File: src/rtl/mem_port_arbiter.sv
// Shares one single-ported synchronous memory between instruction fetch and load/store.
// Data wins conflicts, but a pending fetch waits at most MAX_D_BURST cycles.
module mem_port_arbiter #(
  parameter int MAX_D_BURST = 4,
  parameter int AW          = 32
) (
  input  logic          clk_i,
  input  logic          reset_i,
  input  logic          ird_i,
  input  logic [AW-1:0] iaddr_i,
  output logic [31:0]   irdata_o,
  output logic          i_stall_o,
  input  logic          drd_i,
  input  logic          dwr_i,
  input  logic [AW-1:0] daddr_i,
  input  logic [31:0]   dwdata_i,
  input  logic [3:0]    dbe_i,
  output logic [31:0]   drdata_o,
  output logic          d_stall_o,
  output logic [AW-1:0] mem_addr_o,
  output logic          mem_rd_o,
  output logic          mem_wr_o,
  output logic [3:0]    mem_be_o,
  output logic [31:0]   mem_wdata_o,
  input  logic [31:0]   mem_rdata_i
);

  typedef enum logic [1:0] {RESP_NONE, RESP_I, RESP_D} resp_e;

  localparam logic [3:0] MAX_RUN = 4'(MAX_D_BURST);

  resp_e       resp_sel_q, resp_sel_d;
  logic [3:0]  run_q, run_d;
  logic [31:0] irdata_q;
  logic        d_req, grant_i, grant_d;

  // Grants are forced low in reset so every strobe and stall reads 0.
  always_comb begin
    d_req   = drd_i | dwr_i;
    grant_d = !reset_i && d_req && (!ird_i || (run_q < MAX_RUN));
    grant_i = !reset_i && ird_i && !grant_d;
  end

  always_comb begin
    mem_addr_o  = '0;
    mem_rd_o    = 1'b0;
    mem_wr_o    = 1'b0;
    mem_be_o    = 4'b0;
    mem_wdata_o = 32'h0;
    if (grant_i) begin
      mem_rd_o   = 1'b1;
      mem_addr_o = {iaddr_i[AW-1:2], 2'b00};
    end else if (grant_d) begin
      mem_addr_o = daddr_i;
      if (dwr_i) begin
        mem_wr_o    = 1'b1;
        mem_be_o    = dbe_i;
        mem_wdata_o = dwdata_i;
      end else begin
        mem_rd_o = 1'b1;
      end
    end
  end

  always_comb begin
    i_stall_o = !reset_i && ird_i && !grant_i;
    d_stall_o = !reset_i && d_req && !grant_d;
  end

  // A write (even with drd_i also high) produces no read response.
  always_comb begin
    resp_sel_d = RESP_NONE;
    if (grant_i)              resp_sel_d = RESP_I;
    else if (grant_d && !dwr_i) resp_sel_d = RESP_D;
  end

  always_comb begin
    run_d = run_q;
    if (!ird_i || grant_i)                 run_d = 4'd0;
    else if (grant_d && (run_q < MAX_RUN)) run_d = run_q + 4'd1;
  end

  always_ff @(posedge clk_i or posedge reset_i) begin
    if (reset_i) begin
      resp_sel_q <= RESP_NONE;
      run_q      <= 4'd0;
      irdata_q   <= 32'h0;
    end else begin
      resp_sel_q <= resp_sel_d;
      run_q      <= run_d;
      if (resp_sel_q == RESP_I) irdata_q <= mem_rdata_i;
    end
  end

  // Held word keeps the fetch output stable while fetch is stalled.
  always_comb begin
    irdata_o = (resp_sel_q == RESP_I) ? mem_rdata_i : irdata_q;
    drdata_o = (resp_sel_q == RESP_D) ? mem_rdata_i : 32'h0;
  end

endmodule

File: config.mk
export PLATFORM = sky130hd
export DESIGN_NAME = mem_port_arbiter
export DESIGN_NICKNAME = d
export VERILOG_FILES = /design/src/rtl/mem_port_arbiter.sv
export SDC_FILE = /design/constraint.sdc
export NUM_CORES = 1
export LEC_CHECK = 0
export ABC_AREA = 0
export CAP_MARGIN = 30
export CORE_AREA = 4 4 104 106
export DETAILED_ROUTE_END_ITERATION = 7
export DIE_AREA = 0 0 108 110
export PLACE_DENSITY = 0.72
export SYNTH_ARGS = -nofsm -noshare
export SYNTH_HDL_FRONTEND = slang
export SYNTH_SLANG_ARGS = --single-unit
File: constraint.sdc
create_clock -name clk_i -period 2.61 [get_ports clk_i]
set_clock_uncertainty 0.2 [all_clocks]
set_input_delay 0.261 -clock clk_i [delete_from_list [all_inputs] [get_ports clk_i]]
set_output_delay 0.261 -clock clk_i [all_outputs]
set_load 0.02 [all_outputs]
==> impl_metrics.py <==
metrics = {
    "yosys": {
        "ys_seq_area_frac": 0.408,
        "synth_top_area_share": 0.408,
        "syn_avg_cell_area_um2": 11.2,
        "netlist_area_um2": 2330,
        "synth-edff-count": 0,
        "async_flop_share": 1.00,
        "synth.most_common_cell": "and2_1",
        "yosysTopAreaCell": "dfrtp_1",
        "synthTopCellsByArea": "dfrtp_1, and2_1, mux2_2",
        "synth_common_cells": "and2_1, dfrtp_1, mux2_2",
        "synth-seq-cells": 38,
        "synth_flop_cell": "dfrtp_1",
        "synth.distinct_cells": 25,
        "syn-num-nets": 345,
        "syn_inst": 207,
        "ys_warn_count": 0,
    },
    "placed_design": {
        "gp_congestion": 0.699,
        "dp.cells": 607,
        "port_buffers": 270,
        "place_hpwl_um": 8410,
        "place_area_um2": 5250,
        "dp_slack_ns": -0.0606,
    },
    "sta": {
        "worst_slack_ns": 0.139,
        "report.final.slew_viol_count": 0,
        "tightestPinTransition_ns": 0.479,
        "fin_crit_ns": 2.47,
        "fmax_mhz": 405,
        "finalCritPeriodShare": 0.947,
        "rsz0062_at_grt": "no",
        "setup_viol_count_final": 0,
        "hold_viol": 0,
        "slew_headroom": 0.681,
    },
    "clock_network": {
        "clock_sinks": 38,
        "cts_buffers": 5,
        "clock_latency_ns": 0.28,
        "post_cts_buffers": 0,
        "cts_hold_buf": 0,
        "cts_root_buffer": "clkbuf_8",
        "cts_tree": "yes",
        "cts_max_level": 2,
        "cts_buffer_depth": 2,
        "clk_pin_slew_ns": 0.07,
    },
    "cells_and_area": {
        "final_area_um2": 5320,
        "syn2layout_area_growth_pct": 129,
        "stdcell_count": 614,
        "nets": 619,
        "nFillCells": 890,
        "layout-drive-gt1-share": 0.139,
        "antennaDiodeCount": 0,
    },
    "setup_path": {
        "r2r-start": "run_q[2]$_DFFE_PP0P_",
        "critical_path_class": "reg -> out",
        "worst_ep_required_time_ns": 2.15,
        "critPathLaunchType": "flop",
        "rr_worst_depth": 4,
        "endpoint_kind": "output port",
        "r2r-end": "run_q[1]$_DFFE_PP0P_",
        "crit_arrival_ns": 2.01,
        "r2r_setup_slack_ns": 1.09,
        "path_max_fanout": 37,
    },
    "global_route": {
        "antenna_found_initial": 0,
        "met1_usage": 0.163,
        "grtUsageMet3": 0.0361,
        "grt_max_degree": 39,
        "use_met2": 0.298,
        "track_usage": 0.152,
        "overflow": 0,
        "busiest_layer": "met2",
        "grt_pass1_wl_um": 14300,
        "first_global_vias": 2782,
    },
    "min_path": {
        "hold_class": "in -> async",
    },
    "routing": {
        "routed_wl_um": 9890,
        "drc": 0,
        "dr.pass1.iters": 4,
        "drtAntennaViolNets": 0,
        "num_vias": 2603,
        "wl_per_cell_um": 16.1,
        "viasPerCell": 4.24,
        "drtIter0Drc": 46,
    },
    "power_and_ir_drop": {
        "p_leak_nw": 2.56,
        "vdd_drop_max_mv": 0.194,
        "p_per_area_nw_per_um2": 446,
        "power_frac_clock": 0.212,
        "swShare": 0.309,
        "p_seq_frac": 0.311,
        "netSwitchingPower_uw": 734,
        "comb_power_share": 0.477,
        "p_int_mw": 1.64,
    },
    "floorplanning": {
        "ioPinCount": 273,
        "die_area_um2": 11900,
        "fp.dieH_um": 110,
        "fp.coreArea_um2": 9770,
        "fp-row-count": 36,
        "die_x_um": 108,
        "start_util": 0.238,
    },
    "status": {
        "outcome": "completed",
    },
    "job": {
        "cap_violations": 0,
    },
}
-- worst max-delay path, cell delays in order, from the launching register on --
cell and delay, ns:
dfrtp_1 0.44, o21a_4 0.25, nor3b_4 0.22, buf_12 0.20, clkdlybuf4s50_1 0.62
-- power by group through the flow --
stage               clock network (mW)  registers (mW)  logic, mW
finish                           0.503           0.739       1.13
global route                     0.545           0.751       1.20
CTS                              0.527           0.741       1.15
detailed placement                   0           0.753       1.18
global placement                     0           0.745       1.17
floorplan                            0           0.741      0.522
-- registers in the layout, indices dropped and copies added, names as in the netlist --
register / flops
irdata_q: 32
resp_sel_q: 2
run_q: 4
-- layout by cell type, fill, tap and decap left out, types with 2 or more instances in the layout --
master,instances
a22o_1,21
a22o_2,10
a32o_1,2
and2_1,72
buf_12,6
buf_4,7
clkbuf_8,6
clkdlybuf4s50_1,199
dfrtp_1,38
dlygate4sd2_1,59
dlymetal6s2s_1,12
mux2_1,2
mux2_2,30
nor2b_1,2
-- cell type report --
type,count,area [µm²],area share
clock buffers,6,82.6,0.0155
clock inverters,1,30.0,0.00564
inverters,1,3.75,0.000705
multi-input cells,152,1260,0.236
flip-flops and latches,38,951,0.179
well taps,133,166,0.0313
repair buffers,283,2830,0.532
-- cells by family after synthesis --
group | after synthesis | share of synthesized area
buf+inv | 17 | 0.0532
simple gates | 83 | 0.233
mux | 32 | 0.155
compound gates | 35 | 0.142
xor+xnor | 1 | 0.00376
fa+ha+maj | 1 | 0.00537
flops | 38 | 0.408
-- repair_timing --
item / in CTS / in global routing
endpoints found under the setup margin: 59 / 11
gates cloned: 0 / 0
gates resized for setup: 59 / 12
-- layer usage --
| metal | wire (µm) | up-vias |
|---|---|---|
| met5 | 0 | - |
| met4 | 122 | 0 |
| met3 | 888 | 9 |
| met2 | 5340 | 145 |
| met1 | 3540 | 1175 |
| li1 | - | 1274 |
-- metrics by stage --
| stage | power (mW) | TNS, ns | util | hold WS (ns) |
|---|---|---|---|---|
| floorplan | 1.26 | 0 | - | 0.141 |
| global placement | 1.91 | -0.545 | 0.537 | 0.263 |
| detailed placement | 1.94 | -0.639 | 0.537 | 0.278 |
| CTS | 2.42 | 0 | 0.541 | 0.296 |
| global route | 2.50 | 0 | 0.544 | 0.160 |
| finish | 2.37 | 0 | 0.544 | 0.0707 |
-- worst max-delay path by stage --
stage,cells after the start,slack [ns],end,start
2_1_floorplan,4,0.29,mem_addr_o[10],reset_i
3_3_place_gp,6,-0.06,mem_addr_o[24],dwr_i
3_5_place_dp,6,-0.06,mem_addr_o[24],dwr_i
4_1_cts,6,0.0002,mem_addr_o[7],dwr_i
5_1_grt,4,0.03,mem_wr_o,run_q[2]$_DFFE_PP0P_
6_report,4,0.14,mem_wr_o,run_q[2]$_DFFE_PP0P_
No activity file was read; power rests on OpenSTA's default activity.
